### src/rtl/bcd_mod60_counter_pkg.sv
// Shared constants and helpers for the two-digit BCD counter.
//   DIGIT_W   : width of one BCD digit
//   BCD_MAX   : largest legal BCD digit value
//   CLR_VAL   : two-digit value after clear
//   bcd_legal : checks a digit against an inclusive maximum
package bcd_mod60_counter_pkg;

  localparam int unsigned DIGIT_W = 4;
  localparam int unsigned COUNT_W = 2 * DIGIT_W;

  localparam logic [DIGIT_W-1:0] BCD_MAX = 4'd9;
  localparam logic [COUNT_W-1:0] CLR_VAL = 8'h00;

  // True when digit does not exceed max_val.
  function automatic logic bcd_legal(input logic [DIGIT_W-1:0] digit,
                                     input logic [DIGIT_W-1:0] max_val);
    return digit <= max_val;
  endfunction

endpackage

### src/rtl/bcd_digit_cell.sv
// One synchronous 4-bit catalog-style counter digit that wraps at MAX.
// Ports:
//   clk  : rising-edge clock
//   clr  : synchronous active-high clear (highest priority)
//   load : synchronous parallel preset from data
//   p, t : count enables; only t gates rco
//   data : preset value
//   q    : current digit
//   rco  : ripple carry, t & (q == MAX), combinational
module bcd_digit_cell
  import bcd_mod60_counter_pkg::*;
#(
  parameter logic [DIGIT_W-1:0] MAX = BCD_MAX
) (
  input  logic               clk,
  input  logic               clr,
  input  logic               load,
  input  logic               p,
  input  logic               t,
  input  logic [DIGIT_W-1:0] data,
  output logic [DIGIT_W-1:0] q,
  output logic               rco
);

  logic at_max_c;

  assign at_max_c = (q == MAX);
  assign rco      = t & at_max_c;

  // Priority: clear > load > count > hold.
  always_ff @(posedge clk) begin
    if (clr) begin
      q <= '0;
    end else if (load) begin
      q <= data;
    end else if (p && t) begin
      q <= at_max_c ? '0 : DIGIT_W'(q + 4'd1);
    end
  end

endmodule

### src/rtl/bcd_mod60_counter.sv
// Two-digit BCD modulo-(TENS_MOD*10) counter built from two cascaded
// digit cells; ones carry enables the tens digit on the same edge.
// Parameters:
//   TENS_MOD : number of tens states (1..10); wraps after {TENS_MOD-1, 9}
// Ports:
//   CLK   : rising-edge clock
//   CLR   : synchronous active-high clear of count and ERR
//   P, T  : count enables; T also gates RCO
//   LOAD  : synchronous preset from data when data is legal BCD in range
//   data  : preset value, [7:4] tens, [3:0] ones
//   Qdata : current count, [7:4] tens, [3:0] ones
//   RCO   : T & terminal count, combinational
//   ERR   : sticky illegal-load flag, registered
module bcd_mod60_counter
  import bcd_mod60_counter_pkg::*;
#(
  parameter int unsigned TENS_MOD = 6
) (
  input  logic         CLK,
  input  logic         CLR,
  input  logic         P,
  input  logic         T,
  input  logic         LOAD,
  input  logic [7:0]   data,
  output logic [7:0]   Qdata,
  output logic         RCO,
  output logic         ERR
);

  localparam logic [DIGIT_W-1:0] TENS_MAX = DIGIT_W'(TENS_MOD - 1);

  logic               load_legal_c;
  logic               load_ok_c;
  logic               cnt_p_c;
  logic [DIGIT_W-1:0] ones_q;
  logic [DIGIT_W-1:0] tens_q;
  logic               ones_rco;
  logic               tens_rco;

  assign load_legal_c = bcd_legal(data[DIGIT_W-1:0], BCD_MAX) &
                        bcd_legal(data[COUNT_W-1:DIGIT_W], TENS_MAX);
  assign load_ok_c    = LOAD & load_legal_c;

  // Any LOAD, legal or not, suppresses counting; P does not feed RCO,
  // so gating it here leaves the carry chain untouched.
  assign cnt_p_c = P & ~LOAD;

  bcd_digit_cell #(
    .MAX (BCD_MAX)
  ) u_ones (
    .clk  (CLK),
    .clr  (CLR),
    .load (load_ok_c),
    .p    (cnt_p_c),
    .t    (T),
    .data (data[DIGIT_W-1:0]),
    .q    (ones_q),
    .rco  (ones_rco)
  );

  // Tens T is the ones carry, giving enable = P & T & ones_at_9.
  bcd_digit_cell #(
    .MAX (TENS_MAX)
  ) u_tens (
    .clk  (CLK),
    .clr  (CLR),
    .load (load_ok_c),
    .p    (cnt_p_c),
    .t    (ones_rco),
    .data (data[COUNT_W-1:DIGIT_W]),
    .q    (tens_q),
    .rco  (tens_rco)
  );

  assign Qdata = {tens_q, ones_q};
  assign RCO   = tens_rco;

  // Sticky illegal-load flag, cleared only by CLR.
  always_ff @(posedge CLK) begin
    if (CLR) begin
      ERR <= 1'b0;
    end else if (LOAD && !load_legal_c) begin
      ERR <= 1'b1;
    end
  end

endmodule

### config.mk
export PLATFORM = sky130hd
export DESIGN_NAME = bcd_mod60_counter
export DESIGN_NICKNAME = d
export VERILOG_FILES = /design/src/rtl/bcd_mod60_counter_pkg.sv /design/src/rtl/bcd_digit_cell.sv /design/src/rtl/bcd_mod60_counter.sv
export SDC_FILE = /design/constraint.sdc
export NUM_CORES = 1
export LEC_CHECK = 0
export ABC_AREA = 0
export BUFFER_PORTS_ARGS = -buffer_cell sky130_fd_sc_hd__buf_2
export CORE_AREA = 8 8 45 47
export DETAILED_ROUTE_END_ITERATION = 10
export DIE_AREA = 0 0 53 55
export GPL_TIMING_DRIVEN = 0
export PLACE_DENSITY = 0.71
export SLEW_MARGIN = 15
export SYNTH_ARGS = -nofsm -noshare
export SYNTH_HDL_FRONTEND = slang
export SYNTH_SLANG_ARGS = --single-unit
### constraint.sdc
create_clock -name CLK -period 1.6 [get_ports CLK]
set_input_delay 0.08 -clock CLK [delete_from_list [all_inputs] [get_ports CLK]]
set_output_delay 0.08 -clock CLK [all_outputs]
set_load 0.005 [all_outputs]
### Word level (Yosys, flattened, before mapping)

Index checks and enable logic that the tools add are counted.
Widths: inputs -> output; s select.

* input bits: 13
* output and inout port bits: 10
* word-level logic and storage cells: 27
* bits in registers: 9

* $add $sub $neg: 2
* multiplexer cells: 6
* reduce and logical (&&, ||, !) cells: 6
* equal/unequal tests: 2
* magnitude comparators: 2
* bitwise operators: 6

Operator list (count)
* $mux 4: 6
* $add 4x1->4 const B: 2
* $and 1x1->1: 5
* $eq 4x3->1 const B: 1
* $eq 4x4->1 const B: 1
* $le 4x3->1 const B: 1
* $le 4x4->1 const B: 1
* $reduce_bool 2->1: 2
* $logic_and 1x1->1: 3
* $logic_not 1->1: 1
* $not 1->1: 1

### Longest topological paths before layout

* word-level depth: 5
* gate-level depth with buffers: 4
* gate-level depth less buffers: 4

### By module

A second synthesis with hierarchy kept.

* cell total of the unflattened synthesis: 65
* area total of the unflattened synthesis: 535.5 um^2

By module, submodules not included
* bcd_digit_cell (u_ones): instances 1, area each 242.7 um^2, cells an instance 30, seq. area each 80.1 um^2
* bcd_digit_cell (u_tens): instances 1, area each 217.7 um^2, cells an instance 27, seq. area each 80.1 um^2
* bcd_mod60_counter: instances 1, area each 75.1 um^2, cells an instance 8, seq. area each 20.0 um^2

### Worst setup path after synthesis

Ideal clock, no wire load.

* path kind: reg2reg
* start: register u_ones.q[1]
* end: register u_tens.q[3]
* arrival: 1054 ps
* cell stages (with the launch flop): 5
* path slack: 418 ps
* setup time: 129 ps
* required time: 1471 ps
* path buffers: 0
* cells stage by stage: dfxtp_1 nand3b_1 nor4_2 xnor2_1 nor3_2

* cells in the longest elaborated chain, start to end: 4

RTL lines
* start: declaration: RTL line bcd_digit_cell.sv:21 `output logic [DIGIT_W-1:0] q,`
* start signal: assignment: RTL line bcd_digit_cell.sv:35 `q <= data;`
* start signal: assignment: RTL line bcd_digit_cell.sv:37 `q <= at_max_c ? '0 : DIGIT_W'(q + 4'd1);`
* $eq 4x4->1: RTL line bcd_digit_cell.sv:27 `assign at_max_c = (q == MAX);`
* $and 1x1->1: RTL line bcd_digit_cell.sv:28 `assign rco = t & at_max_c;`
* $logic_and 1x1->1: RTL line bcd_digit_cell.sv:36 `end else if (p && t) begin`
* $reduce_bool 2->1 (no source line)
* end signal: assignment: RTL line bcd_digit_cell.sv:35
* end signal: assignment: RTL line bcd_digit_cell.sv:37
* end: declaration: RTL line bcd_digit_cell.sv:21

Every way passes these cells.
A chain may end at the register's enable or synchronous reset.

### Worst setup path after layout

* start: register u_ones.q[1]
* end: output RCO

* cells in the longest elaborated chain, start to end: 3

RTL lines
* $eq 4x4->1: RTL line bcd_digit_cell.sv:27
* $and 1x1->1 (2 in a row): RTL line bcd_digit_cell.sv:28
* end: declaration: RTL line bcd_mod60_counter.sv:26 `output logic RCO,`

Every way passes these cells.

==> metrics.md <==
| Metric | Value |
|---|---|
| Share of layout cells above drive strength 1 | `0.344` |
| Diodes inserted | `0` |
| Maximum VDD drop | `between 0.0003 and 0.0004 V` |
| Synth warn | `0` |
| Post-route DRC | `0` |
| Post-DP HPWL | `1.17 mm` |
| DR WL/cell | `roughly 14 µm` |
| Critical Path AT | `approximately 1.2 ns` |
| Routed vias | `570` |
| Final Instance Count excl. Fillers | `106` |
| Max_slew headroom | `0.710` |
| Net Count, Synth | `78` |
| First-pass GRT wire length | `around 2.6 mm` |
| Hold Crit Start | `LOAD` |
| Num CTS Buffers | `3` |
| Fmax | `0.763 GHz` |
| Core Util, Final | `0.512` |
| Final period utilization | `0.819` |
| CTS Root Cell | `clkbuf_4` |
| Most used DFF post-synth | `dfxtp_1` |
| I/O pin total | `23` |
| Dpl cells | `102` |
| EDFF count, synth | `0` |
| Largest family of logic cells by synthesized area | `simple AND/OR/NAND/NOR gates` |
| WS Path Type | `register to primary output` |
| Hold Worst Slack | `approximately 0.08 ns` |
| Lkg Pwr | `slightly below 0.3 nW` |
| Final hold violation count | `0` |
| Vias in the first global route | `567` |
| Die area | `2920 µm²` |
| Initial antenna violation count | `0` |
| Via density | `approximately 5.4` |
| Worst reg2reg path endpoint | `u_ones.q[2]` |
| Synthesized area per cell | `between 8 and 9 µm²` |
| Adder-cell share of the synthesized area | `0` |
| Crit path max fanout | `7` |
| Post-synthesis mux area share | `0` |
| DRT iter0 DRCs | `11` |
| Worst Setup End Kind | `primary output` |
| Final worst slack | `between 0.2 and 0.3 ns` |
| Number of setup buffers added after CTS | `0` |
| Post-synthesis xor/xnor area fraction | `0.0315` |
| Final wirelength | `1.49 mm` |
| Startpoint Class | `register` |
| Clock H-tree levels | `1` |
| Overall power | `~0.51 mW` |
| Die height | `about 55 µm` |
| Core box area | `roughly 1400 µm²` |
| Clock Skew | `0.000609 ns` |
| Starting Density | `0.402` |
| R2R Setup Slk | `roughly 0.3 ns` |
| Fin area | `708 µm²` |
| Post-synthesis sequential area ratio | `0.324` |
| Placer Congestion | `0.763` |
| Reg2reg path depth | `4` |
| Total of max-cap violations | `0` |
| Synth top area cells | `dfxtp_1 32%, a21oi_1 7.2%, nand3b_1 6.7%` |
| Mapped Area | `557 µm²` |
| Commonest non-fill, non-tap cells in the layout | `21 x buf_2, 9 x dfxtp_1, 8 x a21oi_1` |
| Share of the synthesized area in the top cell type | `0.324` |
| Fin. max-slew vios | `0` |
| RSZ-0062 raised after global routing | `false` |
| Pwr/cell area | `approximately 710 nW/µm²` |
| Die span in x | `approximately 53 µm` |
| Asr flop ratio synth | `0` |
| Post-CTS sizing | `0` |
| Total track usage | `0.116` |
| Req. time, crit path | `between 1.5 and 2 ns` |
| Clock buffer depth | `2` |
| Hold Buf Count CTS | `0` |
| CTS sink count | `9` |
| Place WS | `around 0.31 ns` |
| Area grow syn2layout | `27.2%` |
| Post-Synth Simple-Gate Area | `0.418` |
| Hold Path Depth | `3` |
| Compound-gate portion of the synthesized area | `0.207` |
| Status | `complete, no violations` |
| Count of different cell masters after synthesis | `30` |
| Global route total overflow | `0` |
| Final worst path period need | `~1.3 ns` |
| Row cnt | `14` |
| R2R Path Start | `u_ones.q[0]` |
| CTS tree | `done` |
| Setup-failing EPs final | `0` |
| Commonest non-fill, non-tap cell in the layout | `buf_2` |
| #FFs+latches synth | `9` |
| Cell taking the most area after synthesis | `dfxtp_1` |
| Tightest Pin Transition | `0.435 ns` |
| Endpoint, Worst Hold | `ERR` |
| Port bufs | `21` |
| Hold Crit Class | `primary input to register` |
| Pin count of the biggest net entering global routing | `10` |
| Placed Instance Area | `between 600 and 700 µm²` |
| CTS clock-pin slew for the worst setup and hold paths | `roughly 0.06 ns` |
| Clk_lat worst skew | `about 0.26 ns` |
| Cells after synthesis | `65` |
| Setup TNS | `0 ns` |
| Final ANT Viol Nets | `0` |
| Initial DRT Pass Iterations | `4` |
| Fin nets | `104` |
==> critical path: stages, from the launching register on <==
cell,delay [ns]
dfxtp_1,0.37
nand3b_1,0.25
nor3_1,0.20
buf_2,0.14
==> power by group <==
| group | switching (mW) | internal [mW] | total (mW) |
|---|---|---|---|
| Combinational | 0.0412 | 0.0389 | 0.0801 |
| Sequential | 0.0124 | 0.234 | 0.247 |
| Clock | 0.0830 | 0.0964 | 0.179 |
| Total | 0.137 | 0.370 | 0.506 |
==> how the worst max path moves through the flow <==
| stage | startpoint | to | depth (start not counted) |
|---|---|---|---|
| after floorplan | u_ones.q[1] | u_tens.q[3] | 4 |
| after global placement | u_ones.q[1] | u_tens.q[2] | 4 |
| after detailed placement | u_ones.q[1] | u_tens.q[2] | 4 |
| after CTS | u_ones.q[1] | RCO | 3 |
| after global routing | u_ones.q[0] | RCO | 3 |
| final | u_ones.q[1] | RCO | 3 |
==> routing by layer <==
layer / track usage / share of wire / up-vias
met2: 0.170 / 0.42 / 22
met3: 0.0455 / 0.096 / 5
li1: - / - / 292
met4: 0.0776 / 0.025 / 0
met1: 0.138 / 0.45 / 251
met5: 0 / 0 / -
==> Yosys cell counts, drive strengths merged (2+ instances only) <==
| cell | n |
|---|---|
| a21oi | 8 |
| dfxtp | 9 |
| nand3 | 5 |
| a211oi | 2 |
| nand2b | 3 |
| nand3b | 6 |
| nand2 | 3 |
| nor2 | 4 |
| inv | 2 |
| nor3 | 4 |
| xnor2 | 2 |
| nor2b | 2 |
==> sequential cells by signal, indices dropped and copies added, names as in the netlist <==
signal	count
u_ones.q	4
u_tens.q	4
ERR	1
==> area by class of cell <==
class	instances	area, µm²
plain buffers	1	3.75
clock buffers	4	26.3
fillers	143	676
inverters	2	7.51
multi-input cells	53	365
flip-flops and latches	9	180
well taps	16	20.0
repair buffers	21	105
==> cell families after synthesis <==
group                  after synthesis
AO/OA/AOI/OAI                       18
flip-flops                           9
XOR/XNOR                             2
buffers and inverters                3
AND/OR/NAND/NOR                     33
(Power assumes the default switching activity.)
